$ cat src/rtl/mag_latch_bank.sv
// mag_latch_bank: a bank of N_CH independent magnet latch channels.
// Each channel runs its own OFF -> ON -> COOL -> OFF state machine:
// set/reset requests latch the magnet on or release it, and every
// release is followed by a forced-off cooling window of COOLDOWN cycles.
// Optional hold-limit auto-release is compiled in with `define MAG_TIMEOUT_EN;
// without it, ON persists until an effective reset and timeout is tied to 0.
// Request handling: set/reset are level requests sampled on every rising
// edge (no handshake); the outputs are registered state decodes.
module mag_latch_bank #(
   parameter int N_CH     = 4,
   parameter int HOLD_MAX = 1000,
   parameter int COOLDOWN = 8,
   parameter int RST_PRIO = 1
) (
   input  logic            clk,
   input  logic            rst_n,
   input  logic [N_CH-1:0] set,
   input  logic [N_CH-1:0] reset,
   output logic [N_CH-1:0] mag_on,
   output logic [N_CH-1:0] cooling,
   output logic [N_CH-1:0] timeout
);

   localparam logic [1:0] ST_OFF  = 2'd0;
   localparam logic [1:0] ST_ON   = 2'd1;
   localparam logic [1:0] ST_COOL = 2'd2;

   // Last cooling cycle index; unused when COOLDOWN is 0 (release goes straight to OFF).
   localparam logic [7:0] COOL_LAST = 8'(COOLDOWN - 1);

`ifdef MAG_TIMEOUT_EN
   // Hold count at which the channel has been ON for HOLD_MAX cycles.
   localparam logic [15:0] HOLD_LAST = 16'(HOLD_MAX - 1);
`endif

   logic [N_CH-1:0] eff_set;
   logic [N_CH-1:0] eff_rst;

   // Resolve simultaneous set and reset according to RST_PRIO.
   always_comb begin
      eff_set = '0;
      eff_rst = '0;
      if (RST_PRIO != 0) begin
         eff_set = set & ~reset;
         eff_rst = reset;
      end else begin
         eff_set = set;
         eff_rst = reset & ~set;
      end
   end

   for (genvar ch = 0; ch < N_CH; ch++) begin : g_ch
      logic [1:0] state_q;
      logic [7:0] cool_cnt_q;
      logic       hold_expire;

`ifdef MAG_TIMEOUT_EN
      logic [15:0] hold_cnt_q;
      logic        timeout_q;

      assign hold_expire = (state_q == ST_ON) && (hold_cnt_q == HOLD_LAST);

      // Hold counter: cleared on entry to ON, counts ON cycles, saturates at all-ones.
      always_ff @(posedge clk or negedge rst_n) begin
         if (!rst_n) begin
            hold_cnt_q <= '0;
         end else if (state_q == ST_OFF && eff_set[ch]) begin
            hold_cnt_q <= '0;
         end else if (state_q == ST_ON && hold_cnt_q != 16'hFFFF) begin
            hold_cnt_q <= hold_cnt_q + 16'd1;
         end
      end

      // Sticky timeout: raised only by a pure auto-release, cleared by the next accepted set.
      always_ff @(posedge clk or negedge rst_n) begin
         if (!rst_n) begin
            timeout_q <= 1'b0;
         end else if (state_q == ST_OFF && eff_set[ch]) begin
            timeout_q <= 1'b0;
         end else if (hold_expire && !eff_rst[ch]) begin
            timeout_q <= 1'b1;
         end
      end

      assign timeout[ch] = timeout_q;
`else
      assign hold_expire = 1'b0;
      assign timeout[ch] = 1'b0;
`endif

      // Channel FSM: latch on set, release on reset or hold expiry, then cool down.
      always_ff @(posedge clk or negedge rst_n) begin
         if (!rst_n) begin
            state_q    <= ST_OFF;
            cool_cnt_q <= '0;
         end else begin
            case (state_q)
               ST_OFF: begin
                  if (eff_set[ch]) begin
                     state_q <= ST_ON;
                  end
               end
               ST_ON: begin
                  if (eff_rst[ch] || hold_expire) begin
                     cool_cnt_q <= '0;
                     if (COOLDOWN == 0) begin
                        state_q <= ST_OFF;
                     end else begin
                        state_q <= ST_COOL;
                     end
                  end
               end
               ST_COOL: begin
                  if (cool_cnt_q == COOL_LAST) begin
                     state_q    <= ST_OFF;
                     cool_cnt_q <= '0;
                  end else begin
                     cool_cnt_q <= cool_cnt_q + 8'd1;
                  end
               end
               default: begin
                  state_q    <= ST_OFF;
                  cool_cnt_q <= '0;
               end
            endcase
         end
      end

      assign mag_on[ch]  = (state_q == ST_ON);
      assign cooling[ch] = (state_q == ST_COOL);
   end

endmodule

$ cat config.mk
export PLATFORM = sky130hd
export DESIGN_NAME = mag_latch_bank
export DESIGN_NICKNAME = d
export VERILOG_FILES = /design/src/rtl/mag_latch_bank.sv
export SDC_FILE = /design/constraint.sdc
export NUM_CORES = 1
export LEC_CHECK = 0
export ABC_CLOCK_PERIOD_IN_PS = 4740
export CAP_MARGIN = 20
export CORE_ASPECT_RATIO = 1.2
export CORE_MARGIN = 2
export CORE_UTILIZATION = 46
export CTS_CLUSTER_DIAMETER = 30
export DETAILED_ROUTE_END_ITERATION = 7
export GPL_ROUTABILITY_DRIVEN = 0
export PLACE_DENSITY_LB_ADDON = 0.12
export SLEW_MARGIN = 20
export SYNTH_ARGS = -nofsm -noshare
export SYNTH_HDL_FRONTEND = slang
export SYNTH_SLANG_ARGS = --single-unit
$ cat constraint.sdc
create_clock -name clk -period 4.74 [get_ports clk]
set_clock_uncertainty 0.15 [all_clocks]
set_input_delay 1.185 -clock clk [delete_from_list [all_inputs] [get_ports clk]]
set_output_delay 1.185 -clock clk [all_outputs]
set_load 0.02 [all_outputs]
Yosys cells after proc, flatten, opt, wreduce, memory -nomap -nowiden --
Cells that the tools add are included.
Cells by class: add/subtract/negate cells 4, multiply operators 0, div/mod/pow operators 0, order comparisons 0, equality and inequality tests 24, shift operators 0, muxes and demuxes 28, bitwise gates (word level) 6, reductions and logical operators 12
Operator list (number):
- 8-bit one-hot mux with 3 select lines | 4
- 8-bit 2-to-1 mux | 8
- 8-bit by 1-bit adder with 8-bit output, second input constant | 4
- 8-bit by 3-bit == test with 1-bit output, second input constant | 4
- 2-bit 2-to-1 mux | 12
- 2-bit one-hot mux with 3 select lines | 4
- 2-bit inequality test, second input constant | 8
- 3-bit AND reduction | 4
- 2-bit by 1-bit == test with 1-bit output, second input constant | 4
- 2-bit == test, second input constant | 4
- 2-bit zero test | 4
- 2-bit by 1-bit inequality test with 1-bit output, second input constant | 4
- 2-bit AND reduction | 4
- 4-bit bitwise AND | 1
- 1-bit inverter | 4
- 4-bit inverter | 1
Word-level totals: bits in registers 40, bits in latches 0, memory bits (writable) 0, ROM bits 0, input bits 10, output and inout port bits 12, memories kept 0

Logic depth before layout (Yosys ltp) --
Gate-level depths: netlist (run 1).
word-level depth 4, depth in mapped cells 5, gate-level depth less buffers 5

Least setup slack after synthesis (run 1) --
OpenSTA, ideal clock, no wires.
kind register to output, start register g_ch[2].state_q[1], end output port cooling[2], data arrival time 874 ps, required time 3405 ps, setup slack 2531 ps, stages on the path, launching flop included 3, path buffers 1, cell sequence dfrtp_1 > nor2b_1 > clkbuf_1
On the way: cells in the longest elaborated chain, start to end 1
Ends and longest elaborated chain:
- from (decl) | RTL line 53 | logic [1:0] state_q;
- from (signal assigned) | RTL line 94 | state_q <= ST_OFF;
- from (signal assigned) | RTL line 100 | state_q <= ST_ON;
- from (signal assigned) | RTL line 107 | state_q <= ST_OFF;
- 2-bit == test | RTL line 130 | assign cooling[ch] = (state_q == ST_COOL);
- to (decl) | RTL line 20 | output logic [N_CH-1:0] cooling,
Every way passes these cells.

Worst setup path in the final report (run 1) --
Same ends and word-level chain as after synthesis.

==> impl_metrics.json, run 1 <==
{
  "dr.first_iter.drc_count": 84,
  "io_buffers": 17,
  "die_x_um": 64.6,
  "worstSetupPathType": "flip-flop to output pin",
  "clk_latency_ns": 0.29,
  "fin_tns_setup_ns": 0,
  "rows": 26,
  "multiInputGateArea_um2": 977,
  "worst_pin_slew_ns": 0.859,
  "cts_htree_levels": 2,
  "clock.fmax_mhz": 313,
  "setup.worst_path.start_class": "flip-flop",
  "holdPathStages": 1,
  "power.total_mw": 1.30,
  "drive_above_1_share_pct": 6.58,
  "status": "complete, no violations",
  "cp.arrival_ns": 1.86,
  "r2r-end": "g_ch[2].cool_cnt_q[7]",
  "min_path_type": "flip-flop to flip-flop",
  "synth.distinct_cells": 38,
  "dpl-instance-area_um2": 2230,
  "max_slew_margin_pct": 42.7,
  "ys.flop_type": "dfrtp_1",
  "grt_pass1_vias": 1563,
  "hold_violations": 0,
  "rsz0062_at_grt": "false",
  "synth_area_leaders": "dfrtp_1 49%, o21ai_0 4.2%, nand2_1 3.9%, a31oi_1 3.1%, a21o_1 3.0%",
  "ant_nets": 0,
  "rr_startpoint": "g_ch[2].cool_cnt_q[4]",
  "drc": 0,
  "post_cts_buffers": 0,
  "antenna_found_initial": 0,
  "p_sw_mw": 0.467,
  "worst_r2r_path_depth": 4,
  "syn_area_per_cell_um2": 9.75,
  "crit_required_ns": 3.40,
  "design_area_um2": 2360,
  "p_int_mw": 0.835,
  "peakVddDrop_v": 0.000320,
  "clock_power_share_pct": 25.2,
  "leakage_nw": 1.10,
  "die-area_um2": 4960,
  "antenna_cells": 0,
  "cts.sinks": 40,
  "maxCapViolCount": 0,
  "place_hpwl_um": 2690,
  "grt_max_degree": 41,
  "setup_viol": 0,
  "combinationalPowerShare_pct": 34.0,
  "wl_per_cell_um": 13.8,
  "yosys_warnings": 0,
  "grt_pass1_wl_um": 6850,
  "grt_usage_pct": 17.4,
  "synth.top_cell.area_share_pct": 49.4,
  "fill_cells": 403,
  "finalCoreUtilization_pct": 55.4,
  "overflow": 0,
  "cts_buffer_depth": 2,
  "root_buffer": "clkbuf_8",
  "cts-resized-gates": 0,
  "routed_wl_um": 3930,
  "p_per_area_nw_per_um2": 551,
  "p_seq_share_pct": 40.9,
  "die_y_um": 76.7,
  "min_period_over_period_pct": 67.5,
  "worstHoldEndpoint": "g_ch[1].state_q[0]",
  "r2r_slack_ns": 2.73,
  "core_area_um2": 4260,
  "io_pins": 22,
  "synth_seq_cells": 40,
  "netlist_instances": 208,
  "synth-async-reset-ratio_pct": 100,
  "seqCellArea_um2": 1000,
  "finalMaxSlewViolations": 0,
  "start_util_pct": 47.6,
  "syn_to_final_growth_pct": 16.4,
  "yosysTopAreaCell": "dfrtp_1",
  "cp-end-kind": "output pin",
  "cts_tree": "yes",
  "drt-pass1-iter-count": 4,
  "synth_area_um2": 2030,
  "finalNetCount": 242,
  "numCtsBuffers": 5,
  "final_cell_count_no_fill": 284,
  "yosysSeqAreaShare_pct": 49.4,
  "hold_start": "g_ch[1].state_q[1]",
  "clk_pin_slew_ns": 0.08,
  "place_inst": 277,
  "vias": 1635,
  "synth-edff-count": 0,
  "viasPerCell": 5.76,
  "fin_crit_ns": 3.20,
  "cts-hold-fix-buffers": 0,
  "critical_path.max_fanout": 7,
  "switching_share_pct": 35.8
}
==> synth_stat cells, types with 2 or more instances <==
| master | count |
|---|---|
| mux2_2 | 2 |
| ha_1 | 4 |
| clkbuf_1 | 2 |
| nand2_1 | 21 |
| a31oi_1 | 10 |
| or4_1 | 3 |
| a41oi_1 | 3 |
| o21ai_0 | 17 |
| nor3b_1 | 3 |
| o31a_1 | 2 |
| a21o_1 | 8 |
| xnor2_1 | 4 |
| inv_1 | 5 |
| nand4_1 | 2 |
| nand3_1 | 8 |
| nor3_1 | 9 |
| and3_1 | 6 |
| buf_4 | 4 |
| a21oi_1 | 10 |
| a22o_1 | 6 |
| and3_2 | 2 |
| nand2b_1 | 4 |
| nor2_1 | 12 |
| dfrtp_1 | 40 |
| nor2b_1 | 8 |
==> area by class of cell <==
type	count	share of cell area, %
multi-input combinational	159	41.4
timing repair buffer	17	7.00
sequential	40	42.4
clock buffer	5	2.91
tap	56	2.97
clock inverter	2	2.54
inverter	5	0.795
==> cell families (layout without fill, tap and decap cells) <==
logic type | after synthesis | after routing | synth area share (%)
AOI/OAI and AO/OA | 63 | 63 | 21.1
xor gates and xnor gates | 4 | 4 | 1.73
adders and majority gates | 4 | 4 | 2.47
buffers and inverters | 12 | 29 | 3.02
DFF | 40 | 40 | 49.4
muxes | 2 | 2 | 1.11
other | 1 | 4 | 0.185
and+or+nand+nor | 82 | 82 | 21.0
==> critical path, cell delays in order, from the launching register on <==
cell	delay, ns
dfrtp_1	0.40
nor2b_1	0.46
clkdlybuf4s50_1	0.71
==> state kept, by name (all words and copies together) (netlist names) <==
name and flops:
g_ch.cool_cnt_q 32, g_ch.state_q 8
==> power by group through the flow <==
stage | clock (mW) | combinational [mW] | sequential, mW
after global routing | 0.349 | 0.496 | 0.553
after CTS | 0.336 | 0.445 | 0.531
after floorplan | 0 | 0.333 | 0.508
after global placement | 0 | 0.427 | 0.531
final | 0.328 | 0.442 | 0.532
after detailed placement | 0 | 0.440 | 0.538
==> layout by cell type (no fill, tap or decap), types with 5 or more instances in the layout <==
cell type and n:
nor3_1 9, nand2_1 21, dfrtp_1 40, a31oi_1 10, nor2_1 12, clkbuf_8 5, and3_1 6, nand3_1 8
a21oi_1 10, nor2b_1 8, o21ai_0 17, inv_1 5, a21o_1 8, a22o_1 6, clkdlybuf4s50_1 16
==> metal layers <==
layer | wire length, um | GRT usage (%) | vias up
met2 | 2000 | 29.5 | 44
met5 | 0 | 0 | -
li1 | - | - | 795
met1 | 1720 | 21.3 | 787
met3 | 147 | 4.40 | 9
met4 | 61 | 6.38 | 0
==> through the flow <==
| step | worst slack [ns] | hold slack (ns) |
|---|---|---|
| floorplan | 2.53 | 0.296 |
| finish | 1.54 | 0.346 |
| global route | 1.46 | 0.375 |
| global placement | 1.88 | 0.317 |
| CTS | 1.53 | 0.347 |
| detailed placement | 1.85 | 0.334 |
==> worst max path at each step <==
stage                                  endpoint               start  cells after the start  slack [ns]
after detailed placement  g_ch[1].cool_cnt_q[3]            reset[1]                      5        1.85
after global routing                 cooling[2]  g_ch[2].state_q[0]                      2        1.46
after CTS                            cooling[2]  g_ch[2].state_q[1]                      2        1.53
after global placement               cooling[2]  g_ch[2].state_q[1]                      2        1.88
final                                cooling[2]  g_ch[2].state_q[1]                      2        1.54
after floorplan                      cooling[2]  g_ch[2].state_q[1]                      2        2.53
Note: power is estimated with default switching activity, not from simulation.
==> run 2, diff against run 1 <==
--- a/config.mk
+++ b/config.mk
@@ -5,7 +5,7 @@
 export SDC_FILE = /design/constraint.sdc
 export NUM_CORES = 1
 export LEC_CHECK = 0
-export ABC_CLOCK_PERIOD_IN_PS = 4740
+export ABC_CLOCK_PERIOD_IN_PS = 3000
 export CAP_MARGIN = 20
 export CORE_ASPECT_RATIO = 1.2
 export CORE_MARGIN = 2
==> constraint.sdc (replaced) <==
create_clock -name clk -period 3 [get_ports clk]
set_clock_uncertainty 0.15 [all_clocks]
set_input_delay 0.75 -clock clk [delete_from_list [all_inputs] [get_ports clk]]
set_output_delay 0.75 -clock clk [all_outputs]
set_load 0.02 [all_outputs]
==> run 2 against run 1 <==
Net effect: via count up 0.31%; clock power increased by 31%; non-clock buffer count increased by 1; final area is 0.58% lower; power grew 53%; combinational power grew 62%; critical path type unchanged; highest routed layer unchanged.
==> impl_metrics.json, run 2 (same netlist as run 1, synthesis figures left out) <==
{
  "top_register": "g_ch.cool_cnt_q",
  "overflow": 0,
  "grt_pass1_vias": 1580,
  "path_cells": "nand2b_1 -> inv_1 -> clkdlybuf4s50_1",
  "endpoint": "cooling[3]",
  "setup_viol": 0,
  "design_area_um2": 2350,
  "die_y_um": 76.7,
  "dr.first_iter.drc_count": 111,
  "cts-resized-gates": 0,
  "rows": 26,
  "syn_to_final_growth_pct": 15.7,
  "path_buf_inv": 2,
  "drt-pass1-iter-count": 4,
  "antenna_cells": 0,
  "status": "complete, no violations",
  "layout_commonest_cell": "dfrtp_1",
  "clock_power_share_pct": 21.6,
  "leakage_nw": 1.09,
  "routed_wl_um": 3990,
  "r2r_slack_ns": 0.93,
  "grt_max_degree": 41,
  "post_cts_buffers": 0,
  "drc": 0,
  "rr_startpoint": "g_ch[2].cool_cnt_q[4]",
  "io_pins": 22,
  "wl_per_cell_um": 13.9,
  "io_buffers": 17,
  "fin_crit_ns": 2.59,
  "numCtsBuffers": 5,
  "p_sw_mw": 0.746,
  "die_x_um": 64.6,
  "start_util_pct": 47.6,
  "p_seq_share_pct": 42.6,
  "grt_pass1_wl_um": 7010,
  "cts.sinks": 40,
  "crit_required_ns": 2.10,
  "rsz0062_at_grt": "false",
  "dpl-instance-area_um2": 2240,
  "p_per_area_nw_per_um2": 849,
  "worst-path-stages": 3,
  "mostFrequentLayoutCells": "40 x dfrtp_1, 21 x nand2_1, 17 x o21ai_0, 16 x clkdlybuf4s50_1, 12 x nor2_1",
  "critical_path.max_fanout": 5,
  "clk_pin_slew_ns": 0.08,
  "clk_latency_ns": 0.28,
  "drive_above_1_share_pct": 6.96,
  "peakVddDrop_v": 0.000370,
  "cp-end-kind": "output pin",
  "worst_pin_slew_ns": 0.879,
  "fill_cells": 376,
  "worst_r2r_path_depth": 4,
  "min_period_over_period_pct": 86.2,
  "switching_share_pct": 37.4,
  "finalNetCount": 243,
  "core_area_um2": 4260,
  "p_int_mw": 1.25,
  "cts-hold-fix-buffers": 0,
  "r2r-end": "g_ch[2].cool_cnt_q[7]",
  "top_regs": "g_ch.cool_cnt_q (32), g_ch.state_q (8)",
  "clock.fmax_mhz": 387,
  "finalCoreUtilization_pct": 55.1,
  "viasPerCell": 5.73,
  "hold_violations": 0,
  "crit_family": "buffers and inverters",
  "max_slew_margin_pct": 41.4,
  "ant_nets": 0,
  "vias": 1640,
  "power.total_mw": 1.99,
  "cts_htree_levels": 2,
  "largest_register_ffs": 32,
  "cp_slowest_cell": "clkdlybuf4s50_1",
  "critPathMaxStageDelay_ns": 0.63,
  "cts_tree": "yes",
  "cp.arrival_ns": 1.69,
  "root_buffer": "clkbuf_8",
  "maxCapViolCount": 0,
  "min_path_type": "flip-flop to flip-flop",
  "cts_buffer_depth": 2,
  "setup.worst_path.start_class": "flip-flop",
  "combinationalPowerShare_pct": 35.8,
  "antenna_found_initial": 0,
  "crit_start": "g_ch[3].state_q[0]",
  "die-area_um2": 4960,
  "place_hpwl_um": 2770,
  "fin_tns_setup_ns": 0,
  "worstSetupPathType": "flip-flop to output pin",
  "finalMaxSlewViolations": 0,
  "grt_usage_pct": 17.5
}
-- run 2: changes by cell type in the layout (fill, tap and decap cells not counted) --
cell       change
clkbuf_1       +1
buf_4          +1
bufinv_16      -1
clkinv_2       +1
-- run 2: final cells by class --
cell class | count | area [um2] | share of cell area (%)
Inverter | 5 | 18.8 | 0.800
Multi-Input combinational cell | 159 | 977 | 41.6
Clock inverter | 2 | 35.0 | 1.49
Tap cell | 56 | 70.1 | 2.99
Sequential cell | 40 | 1000 | 42.6
Clock buffer | 6 | 72.6 | 3.09
Timing Repair Buffer | 18 | 173 | 7.36
-- run 2: worst min-delay path by stage --
stage	start	end	slack (ns)	cells after the start
after global routing	g_ch[1].state_q[1]	g_ch[1].state_q[0]	0.38	1
after detailed placement	g_ch[1].state_q[1]	g_ch[1].state_q[0]	0.33	1
final	g_ch[1].state_q[1]	g_ch[1].state_q[0]	0.34	1
after floorplan	rst_n	g_ch[0].cool_cnt_q[0]	0.30	0
after CTS	g_ch[1].state_q[1]	g_ch[1].state_q[0]	0.35	1
after global placement	g_ch[1].state_q[1]	g_ch[1].state_q[0]	0.32	1
-- run 2: power groups by stage --
stage               Combinational, mW  Clock, mW  Sequential (mW)
floorplan                       0.526          0            0.803
global placement                0.680          0            0.838
global route                    0.797      0.474            0.878
finish                          0.714      0.430            0.849
detailed placement              0.714          0            0.852
CTS                             0.715      0.443            0.846
-- run 2: through the flow --
stage	hold WS, ns	cells	setup slack (ns)
final	0.344	286	0.415
after global routing	0.381	286	0.315
after CTS	0.346	286	0.408
after detailed placement	0.334	278	0.590
after global placement	0.318	278	0.640
after floorplan	0.296	211	1.12
-- run 2: worst reg2reg max path, stage by stage (launching register included) --
cell	delay, ns
dfrtp_1	0.45
or4_4	0.58
o31ai_4	0.41
nor3b_1	0.10
a211o_1	0.28
-- run 2: routing by layer --
layer	share of wire, %	GRT usage (%)
met4	0.73	5.96
met3	3.8	4.25
met1	45	21.4
met2	51	29.9
met5	0	0
